## config.mk

```make
export PLATFORM = sky130hd
export DESIGN_NAME = periph_bus_arbiter_flat
export DESIGN_NICKNAME = d
export VERILOG_FILES = /design/src/rtl/periph_bus_arbiter_pkg.sv /design/src/rtl/periph_bus_arbiter_if.sv /design/src/rtl/periph_bus_arbiter_rr_pick2.sv /design/src/rtl/periph_bus_arbiter.sv /design/src/flat_wrapper.sv
export SDC_FILE = /design/constraint.sdc
export NUM_CORES = 1
export LEC_CHECK = 0
export BUFFER_PORTS_ARGS = -buffer_cell sky130_fd_sc_hd__buf_2
export CAP_MARGIN = 20
export CORE_AREA = 2 2 117 119
export CTS_CLUSTER_DIAMETER = 100
export DETAILED_ROUTE_END_ITERATION = 8
export DIE_AREA = 0 0 119 121
export PLACE_DENSITY = 0.6
export SLEW_MARGIN = 20
export SYNTH_ARGS = -nofsm -noshare
export SYNTH_HDL_FRONTEND = slang
export SYNTH_SLANG_ARGS = --single-unit
```

## constraint.sdc

```tcl
create_clock -name i_clk -period 2.8 [get_ports i_clk]
set_input_delay 0.14 -clock i_clk [delete_from_list [all_inputs] [get_ports i_clk]]
set_output_delay 0.14 -clock i_clk [all_outputs]
set_load 0.1 [all_outputs]
```

## src/rtl/periph_bus_arbiter_pkg.sv

```systemverilog
// Shared types and widths for the two-master peripheral bus arbiter.
package periph_bus_pkg;

   typedef enum logic {
      IDLE = 1'b0,
      BUSY = 1'b1
   } bus_state_t;

   localparam int BUS_DATA_W = 32;
   localparam int BUS_ADDR_W = 32;
   localparam int TMO_CNT_W  = 16;

endpackage

```

## src/rtl/periph_bus_arbiter_if.sv

```systemverilog
// One peripheral-bus port: strobes, address and data out; read data, completion and error back.
interface periph_bus_if;
   import periph_bus_pkg::*;

   logic                  read;
   logic                  write;
   logic [BUS_ADDR_W-1:0] address;
   logic [BUS_DATA_W-1:0] write_data;
   logic [BUS_DATA_W-1:0] read_data;
   logic                  response;
   logic                  error;

   modport master (
      output read, write, address, write_data,
      input  read_data, response, error
   );

   modport slave (
      input  read, write, address, write_data,
      output read_data, response, error
   );

   // Downstream side toward a peripheral that has no error line
   modport initiator (
      output read, write, address, write_data,
      input  read_data, response
   );

endinterface

```

## src/rtl/periph_bus_arbiter_rr_pick2.sv

```systemverilog
// Two-way round-robin pick: a lone request wins, contention is settled by prio.
module rr_pick2 (
   input  logic [1:0] i_req,
   input  logic       i_prio,
   output logic       o_valid,
   output logic       o_sel
);

   // Winner selection
   always_comb begin
      o_valid = 1'b0;
      o_sel   = 1'b0;
      case (i_req)
         2'b01: begin
            o_valid = 1'b1;
            o_sel   = 1'b0;
         end
         2'b10: begin
            o_valid = 1'b1;
            o_sel   = 1'b1;
         end
         2'b11: begin
            o_valid = 1'b1;
            o_sel   = i_prio;
         end
         default: begin
            o_valid = 1'b0;
            o_sel   = 1'b0;
         end
      endcase
   end

endmodule

```

## src/rtl/periph_bus_arbiter.sv

```systemverilog
// Round-robin arbiter sharing one peripheral bus between the core port (m0) and debug port (m1),
// with pass-through of the granted master and error completion of hung transfers.
module periph_bus_arbiter
   import periph_bus_pkg::*;
#(
   parameter int unsigned TIMEOUT_CYCLES = 255
) (
   input  logic            i_clk,
   input  logic            i_rst_n,
   periph_bus_if.slave     m0_bus,
   periph_bus_if.slave     m1_bus,
   periph_bus_if.initiator periph_bus
);

   localparam logic [TMO_CNT_W-1:0] TMO_LAST = TMO_CNT_W'(TIMEOUT_CYCLES - 32'd1);

   bus_state_t            r_state;
   bus_state_t            w_state_nxt;
   logic                  r_grant;
   logic                  w_grant_nxt;
   logic                  r_prio;
   logic                  w_prio_nxt;
   logic [TMO_CNT_W-1:0]  r_tmo_cnt;
   logic [TMO_CNT_W-1:0]  w_tmo_cnt_nxt;

   logic [1:0]            w_req;
   logic                  w_pick_valid;
   logic                  w_pick_sel;
   logic                  w_g_read;
   logic                  w_g_write;
   logic [BUS_ADDR_W-1:0] w_g_addr;
   logic [BUS_DATA_W-1:0] w_g_wdata;
   logic                  w_tmo_hit;
   logic                  w_done_ok;
   logic                  w_done_err;
   logic                  w_resp;
   logic [BUS_DATA_W-1:0] w_resp_data;

   assign w_req     = {m1_bus.read | m1_bus.write, m0_bus.read | m0_bus.write};
   assign w_tmo_hit = (r_tmo_cnt == TMO_LAST);

   rr_pick2 u_pick (
      .i_req   (w_req),
      .i_prio  (r_prio),
      .o_valid (w_pick_valid),
      .o_sel   (w_pick_sel)
   );

   // Request of the currently granted master
   always_comb begin
      w_g_read  = 1'b0;
      w_g_write = 1'b0;
      w_g_addr  = {BUS_ADDR_W{1'b0}};
      w_g_wdata = {BUS_DATA_W{1'b0}};
      if (r_grant) begin
         w_g_read  = m1_bus.read;
         w_g_write = m1_bus.write;
         w_g_addr  = m1_bus.address;
         w_g_wdata = m1_bus.write_data;
      end else begin
         w_g_read  = m0_bus.read;
         w_g_write = m0_bus.write;
         w_g_addr  = m0_bus.address;
         w_g_wdata = m0_bus.write_data;
      end
   end

   // Peripheral side; kept apart from next-state logic so a combinational response cannot loop back
   always_comb begin
      periph_bus.read       = 1'b0;
      periph_bus.write      = 1'b0;
      periph_bus.address    = {BUS_ADDR_W{1'b0}};
      periph_bus.write_data = {BUS_DATA_W{1'b0}};
      if (r_state == BUSY) begin
         periph_bus.read       = w_g_read & ~w_tmo_hit;
         periph_bus.write      = w_g_write & ~w_tmo_hit;
         periph_bus.address    = w_g_addr;
         periph_bus.write_data = w_g_wdata;
      end else begin
         periph_bus.read       = 1'b0;
         periph_bus.write      = 1'b0;
      end
   end

   // Next-state, grant, priority and timeout counter
   always_comb begin
      w_state_nxt   = r_state;
      w_grant_nxt   = r_grant;
      w_prio_nxt    = r_prio;
      w_tmo_cnt_nxt = r_tmo_cnt;
      w_done_ok     = 1'b0;
      w_done_err    = 1'b0;
      case (r_state)
         IDLE: begin
            if (w_pick_valid) begin
               w_state_nxt   = BUSY;
               w_grant_nxt   = w_pick_sel;
               w_tmo_cnt_nxt = {TMO_CNT_W{1'b0}};
            end else begin
               w_state_nxt   = IDLE;
            end
         end
         BUSY: begin
            if (!(w_g_read | w_g_write)) begin
               // Master abandoned the access: release the bus silently, keep prio
               w_state_nxt = IDLE;
            end else if (periph_bus.response) begin
               w_done_ok   = 1'b1;
               w_state_nxt = IDLE;
               w_prio_nxt  = ~r_grant;
            end else if (w_tmo_hit) begin
               w_done_err  = 1'b1;
               w_state_nxt = IDLE;
               w_prio_nxt  = ~r_grant;
            end else begin
               w_tmo_cnt_nxt = r_tmo_cnt + {{(TMO_CNT_W-1){1'b0}}, 1'b1};
            end
         end
         default: begin
            w_state_nxt = IDLE;
         end
      endcase
   end

   assign w_resp      = w_done_ok | w_done_err;
   assign w_resp_data = w_done_ok ? periph_bus.read_data : {BUS_DATA_W{1'b0}};

   // Completion routed to the granted master only
   always_comb begin
      m0_bus.response  = w_resp & ~r_grant;
      m0_bus.error     = w_done_err & ~r_grant;
      m0_bus.read_data = r_grant ? {BUS_DATA_W{1'b0}} : w_resp_data;
      m1_bus.response  = w_resp & r_grant;
      m1_bus.error     = w_done_err & r_grant;
      m1_bus.read_data = r_grant ? w_resp_data : {BUS_DATA_W{1'b0}};
   end

   // State registers
   always_ff @(posedge i_clk or negedge i_rst_n) begin
      if (!i_rst_n) begin
         r_state   <= IDLE;
         r_grant   <= 1'b0;
         r_prio    <= 1'b0;
         r_tmo_cnt <= {TMO_CNT_W{1'b0}};
      end else begin
         r_state   <= w_state_nxt;
         r_grant   <= w_grant_nxt;
         r_prio    <= w_prio_nxt;
         r_tmo_cnt <= w_tmo_cnt_nxt;
      end
   end

endmodule

```

## src/flat_wrapper.sv

```systemverilog
// flat-port wrapper written by rule: the top's interface ports become plain ports
module periph_bus_arbiter_flat import periph_bus_pkg::*;
#(
   parameter int unsigned TIMEOUT_CYCLES = 255
)
  (i_clk, i_rst_n, m0_bus_read, m0_bus_write, m0_bus_address, m0_bus_write_data, m0_bus_read_data, m0_bus_response, m0_bus_error, m1_bus_read, m1_bus_write, m1_bus_address, m1_bus_write_data, m1_bus_read_data, m1_bus_response, m1_bus_error, periph_bus_read, periph_bus_write, periph_bus_address, periph_bus_write_data, periph_bus_read_data, periph_bus_response);
  periph_bus_if m0_bus_i ();
  periph_bus_if m1_bus_i ();
  periph_bus_if periph_bus_i ();
  input  logic i_clk;
  input  logic i_rst_n;
  input wire logic [$bits(m0_bus_i.read)-1:0] m0_bus_read;
  input wire logic [$bits(m0_bus_i.write)-1:0] m0_bus_write;
  input wire logic [$bits(m0_bus_i.address)-1:0] m0_bus_address;
  input wire logic [$bits(m0_bus_i.write_data)-1:0] m0_bus_write_data;
  output wire logic [$bits(m0_bus_i.read_data)-1:0] m0_bus_read_data;
  output wire logic [$bits(m0_bus_i.response)-1:0] m0_bus_response;
  output wire logic [$bits(m0_bus_i.error)-1:0] m0_bus_error;
  input wire logic [$bits(m1_bus_i.read)-1:0] m1_bus_read;
  input wire logic [$bits(m1_bus_i.write)-1:0] m1_bus_write;
  input wire logic [$bits(m1_bus_i.address)-1:0] m1_bus_address;
  input wire logic [$bits(m1_bus_i.write_data)-1:0] m1_bus_write_data;
  output wire logic [$bits(m1_bus_i.read_data)-1:0] m1_bus_read_data;
  output wire logic [$bits(m1_bus_i.response)-1:0] m1_bus_response;
  output wire logic [$bits(m1_bus_i.error)-1:0] m1_bus_error;
  output wire logic [$bits(periph_bus_i.read)-1:0] periph_bus_read;
  output wire logic [$bits(periph_bus_i.write)-1:0] periph_bus_write;
  output wire logic [$bits(periph_bus_i.address)-1:0] periph_bus_address;
  output wire logic [$bits(periph_bus_i.write_data)-1:0] periph_bus_write_data;
  input wire logic [$bits(periph_bus_i.read_data)-1:0] periph_bus_read_data;
  input wire logic [$bits(periph_bus_i.response)-1:0] periph_bus_response;
  assign m0_bus_i.read = m0_bus_read;
  assign m0_bus_i.write = m0_bus_write;
  assign m0_bus_i.address = m0_bus_address;
  assign m0_bus_i.write_data = m0_bus_write_data;
  assign m0_bus_read_data = m0_bus_i.read_data;
  assign m0_bus_response = m0_bus_i.response;
  assign m0_bus_error = m0_bus_i.error;
  assign m1_bus_i.read = m1_bus_read;
  assign m1_bus_i.write = m1_bus_write;
  assign m1_bus_i.address = m1_bus_address;
  assign m1_bus_i.write_data = m1_bus_write_data;
  assign m1_bus_read_data = m1_bus_i.read_data;
  assign m1_bus_response = m1_bus_i.response;
  assign m1_bus_error = m1_bus_i.error;
  assign periph_bus_read = periph_bus_i.read;
  assign periph_bus_write = periph_bus_i.write;
  assign periph_bus_address = periph_bus_i.address;
  assign periph_bus_write_data = periph_bus_i.write_data;
  assign periph_bus_i.read_data = periph_bus_read_data;
  assign periph_bus_i.response = periph_bus_response;
  periph_bus_arbiter #(.TIMEOUT_CYCLES(TIMEOUT_CYCLES)) u_core (.i_clk(i_clk), .i_rst_n(i_rst_n), .m0_bus(m0_bus_i), .m1_bus(m1_bus_i), .periph_bus(periph_bus_i));
endmodule
```

### Word level (Yosys, flattened, before mapping)

Index checks and enable logic that the tools add are counted.

* input port bits: 167
* logic and storage cells: 63
* output and inout port bits: 134
* register bits after elaboration: 19

* reduce and logical (&&, ||, !) cells: 5
* add/subtract/negate cells: 1
* bitwise operators: 13
* equality and inequality tests: 8
* mux-type cells: 32

Operators by type and width (count)
* 32-bit two-way mux: 7
* 16-bit two-way mux: 4
* 16-bit case mux with 2 select lines: 1
* 1-bit two-way mux: 18
* 16-bit by 1-bit adder with 16-bit output (second input constant): 1
* 16-bit by 8-bit equality test with 1-bit output (second input constant): 1
* 2-bit != test (second input constant): 4
* 1-bit bitwise AND: 6
* 2-bit equality test (second input constant): 2
* 1-bit bitwise OR: 4
* 1-bit case mux with 2 select lines: 2
* 4-bit AND reduction: 1
* 1-bit NOT: 3
* 3-bit AND reduction: 1
* 3-bit OR reduction: 1
* 2-bit by 1-bit equality test with 1-bit output (second input constant): 1
* 2-bit AND reduction: 1
* 2-bit nonzero test: 1

### Longest topological paths before layout

* depth after elaboration: 7
* mapped depth: 8
* gate-level depth less buffers: 6

### Hierarchy

From an unflattened synthesis, not the netlist that was laid out.

* cell total of the unflattened synthesis: 378
* area, all modules: 2760.1 um^2

Modules (own cells, without submodules)
* periph_bus_arbiter: instances 1, cells an instance 375, seq. area each 475.5 um^2, area each 2742.6 um^2
* rr_pick2: instances 1, cells an instance 3, seq. area each 0.0 um^2, area each 17.5 um^2

### Least setup slack after synthesis

OpenSTA, ideal clock, no wires.

* path type: register to output
* start: register u_core.r_tmo_cnt[0]
* end: output m0_bus_error
* required time: 2660 ps
* arrival: 3625 ps
* path buffers: 1
* stages on the path, launching flop included: 7
* path slack: -965 ps
* cells stage by stage: dfrtp_1 -> inv_1 -> ha_1 -> nor4b_1 -> nand4_1 -> clkbuf_1 -> nor3b_1

* word-level cells in the longest chain between the ends: 6

Ends and longest elaborated chain
* from (decl): line periph_bus_arbiter.sv:23 `logic [TMO_CNT_W-1:0] r_tmo_cnt;`
* from (signal assigned): line periph_bus_arbiter.sv:144 `r_tmo_cnt <= {TMO_CNT_W{1'b0}};`
* from (signal assigned): line periph_bus_arbiter.sv:149 `r_tmo_cnt <= w_tmo_cnt_nxt;`
* 16-bit by 8-bit equality test with 1-bit output: line periph_bus_arbiter.sv:40 `assign w_tmo_hit = (r_tmo_cnt == TMO_LAST);`
* 1-bit two-way mux: line periph_bus_arbiter.sv:111 `end else if (w_tmo_hit) begin`
* 1-bit two-way mux: line periph_bus_arbiter.sv:107 `end else if (periph_bus.response) begin`
* 1-bit two-way mux: line periph_bus_arbiter.sv:104 `if (!(w_g_read | w_g_write)) begin`
* 1-bit two-way mux: line periph_bus_arbiter.sv:93 `case (r_state)`
* 1-bit bitwise AND: line periph_bus_arbiter.sv:131 `m0_bus.error = w_done_err & ~r_grant;`
* to (decl): line flat_wrapper.sv:18 `output wire logic [$bits(m0_bus_i.error)-1:0] m0_bus_error;`

Every way passes these cells.

### Final worst setup path

* start: register u_core.r_tmo_cnt[0]
* end: output m0_bus_response

* word-level cells in the longest chain between the ends: 7

Ends and longest elaborated chain
* 16-bit by 8-bit equality test with 1-bit output: line periph_bus_arbiter.sv:40
* 1-bit two-way mux: line periph_bus_arbiter.sv:111
* 1-bit two-way mux: line periph_bus_arbiter.sv:107
* 1-bit two-way mux: line periph_bus_arbiter.sv:104
* 1-bit two-way mux: line periph_bus_arbiter.sv:93
* 1-bit bitwise OR: line periph_bus_arbiter.sv:125 `assign w_resp = w_done_ok | w_done_err;`
* 1-bit bitwise AND: line periph_bus_arbiter.sv:130 `m0_bus.response = w_resp & ~r_grant;`
* to (decl): line flat_wrapper.sv:17 `output wire logic [$bits(m0_bus_i.response)-1:0] m0_bus_response;`

Every way passes these cells.

==> impl_metrics.ini <==
[cts]
cts_hold_buf = 1
post_cts_resized = 0
cts_buffers = 3
clk_pin_slew_ns = 0.05
clock_latency_ns = 0.25
cts_buffer_depth = 2
clock-sinks = 19
cts_root_buf = clkbuf_16
post_cts_buffers = 0
h-tree-depth = 1
cts_tree = built

[floorplanning]
rows = 42
start_util_pct = 20.0
coreArea_um2 = 13100
pin_count = 301
die-width_um = 119
dieHeight_um = 121
die_area_um2 = 14400

[final_layout]
finalInstanceArea_um2 = 5270
fin_nets = 808
drive_gt1_share_pct = 50.8
utilization_pct = 40.3
area_growth_pct = 101

[synthesis]
synthesis.area_um2 = 2620
synth_edf_count = 0
ys_async_sr_fraction_pct = 100
synth_top_area_share_pct = 25.2
synth_top_area_cell = mux2i_1
syn_avg_cell_area_um2 = 7.29
yosys-top-cells-area = mux2i_1 25%, dfrtp_1 18%, and3_1 15%, nor2_1 10%, a31oi_1 3.3%
synth_seq_cells = 19
synth_nets = 528
yosysSeqAreaShare_pct = 18.2
yosysWarnings = 0
synthDistinctLibCells = 45
yosys_most_used_dff = dfrtp_1
syn_inst = 359

[sta]
slew_viol_final = 0
relSlewSlack_pct = 58.5
grt_setup_unrepaired = false
fin_skew_ns = 0.00328
hold_ws_ns = 0.267
worst_pin_slew_ns = 0.622
fmax_mhz = 421
finalSetupViolCount = 0
fin_crit_ns = 2.37
fin_crit_sh_pct = 84.7
hold_violations = 0

[pwr]
total_power_mw = 7.16
combPwrFrac_pct = 89.1
p_sw_share_pct = 73.8
internal_power_mw = 1.87
seq_power_share_pct = 6.8
p_leak_nw = 2.93
power_density_nw_per_um2 = 1360
p_sw_mw = 5.28
peakVddDrop_mv = 1.00
power.share.clock_pct = 4.1

[outcome]
status = finished clean

[global_route]
grt_pass1_wl_mm = 19.3
grt-ovfl-total = 0
grt_pass1_vias = 3555
grt_use_total_pct = 16.5
grt_max_degree = 65
antenna_found_initial = 1

[setup_path]
required_ns = 2.66
crit_path_end_kind = output pin
crit_path_start_kind = flip-flop
worstSetupPathType = flip-flop to output pin
crit_path_max_fanout = 7
worstPathArrival_ns = 2.23

[worst_hold_path]
hp-class = input pin to flip-flop

[placement]
place.gp.congestion = 0.834
port_buffers = 300
placed_area_um2 = 5180
place_hpwl_mm = 10.7

[routing]
viasPerCell = 4.60
vias = 3748
drt_pass1_iterations = 4
drc = 0
wl_per_cell_um = 15.9
dr.first_iter.drc_count = 192
ant_nets = 0
wl_mm = 13.0

[run]
drv_cap = 0
==> synthesized netlist by cell type (2+ instances only) <==
| cell | number |
|---|---|
| nor2_1 | 73 |
| mux2i_1 | 66 |
| and3_1 | 64 |
| dfrtp_1 | 19 |
| clkbuf_1 | 18 |
| a31oi_1 | 14 |
| buf_2 | 9 |
| nand2_1 | 9 |
| nor3_1 | 8 |
| buf_1 | 7 |
| inv_1 | 7 |
| nand3_1 | 7 |
| nand4_1 | 7 |
| o211ai_1 | 5 |
| nand2b_1 | 4 |
| o21ai_0 | 4 |
| a21o_1 | 3 |
| nor4_1 | 3 |
| and4_1 | 2 |
| ha_1 | 2 |
| o21ai_1 | 2 |
| or2_2 | 2 |
| or3_1 | 2 |
==> registers in the layout (all words and copies together) (netlist names) <==
| name | count |
|---|---|
| u_core.r_tmo_cnt | 16 |
| u_core.r_prio | 1 |
| u_core.r_grant | 1 |
| u_core.r_state | 1 |
==> area by class of cell <==
class	instances	area (um2)
Tap cell	176	220
Fill cell	1353	7820
Inverter	8	30.0
Antenna cell	1	2.50
Clock buffer	4	78.8
Multi-Input combinational cell	297	1980
Sequential cell	19	479
Timing Repair Buffer	310	2480
==> layout by cell type (no fill, tap or decap), types with 2 or more instances in the layout <==
cell | Yosys | final
a21o_1 | 3 | 3
nand3_1 | 7 | 7
and4_1 | 2 | 2
inv_1 | 7 | 7
o21ai_0 | 4 | 4
nor4_1 | 3 | 3
and3_1 | 64 | 64
o211ai_1 | 5 | 5
nand2b_1 | 4 | 4
ha_1 | 2 | 2
buf_2 | 9 | 241
a31oi_1 | 14 | 14
nand2_1 | 9 | 9
buf_12 | 0 | 60
mux2i_1 | 66 | 66
o21ai_1 | 2 | 2
or3_1 | 2 | 2
clkbuf_16 | 0 | 3
or2_2 | 2 | 2
nor3_2 | 0 | 2
dfrtp_1 | 19 | 18
nand4_1 | 7 | 7
buf_4 | 1 | 8
nor3_1 | 8 | 6
nor2_1 | 73 | 73
==> path summary, 6_finish.rpt <==
path                                      from                    to  slack, ns  depth (start not counted)
max                        u_core.r_tmo_cnt[0]       m0_bus_response       0.43                          6
min                                m0_bus_read        u_core.r_grant       0.27                          4
max reg2reg                u_core.r_tmo_cnt[0]  u_core.r_tmo_cnt[15]       0.79                          7
min reg2reg                      u_core.r_prio         u_core.r_prio       0.49                          1
max in group asynchronous              i_rst_n        u_core.r_grant       2.08                          2
min in group asynchronous              i_rst_n  u_core.r_tmo_cnt[10]       0.37                          2
==> power by group through the flow <==
stage | Combinational, mW | Clock (mW) | Sequential, mW
5_1_grt | 6.60 | 0.318 | 0.497
6_report | 6.38 | 0.294 | 0.485
3_3_place_gp | 6.38 | 0 | 0.486
3_5_place_dp | 6.39 | 0 | 0.488
2_1_floorplan | 5.18 | 0 | 0.405
4_1_cts | 6.40 | 0.303 | 0.484
==> worst max-delay path, cell delays in order (launching register included) <==
cell and delay [ns]:
dfrtp_1 0.43, inv_1 0.11, ha_1 0.15, nor4b_1 0.29, and4_1 0.40, o21a_1 0.16
buf_2 0.43
==> cells by family after synthesis <==
family	count (synthesis)	synth area share [%]
simple gates	188	37.6
mux	66	25.2
buf+inv	43	6.74
compound gates	41	11.4
flops	19	18.2
fa+ha+maj	2	0.955
==> metal layers <==
metal	share of wire, %	GRT usage, %	vias up
met5	0	0	-
met4	0.62	2.46	0
met3	11	6.02	4
met2	48	27.9	188
met1	41	20.5	1686
li1	-	-	1870
==> per-stage QoR <==
step                      std cells  worst slack, ns  TNS (ns)
after global routing            814            0.305         0
after global placement          809            0.730         0
after CTS                       814            0.424         0
final                           815            0.427         0
after floorplan                 359          -0.0143   -0.0287
after detailed placement        809            0.713         0
No activity file was read; power rests on OpenSTA's default activity.
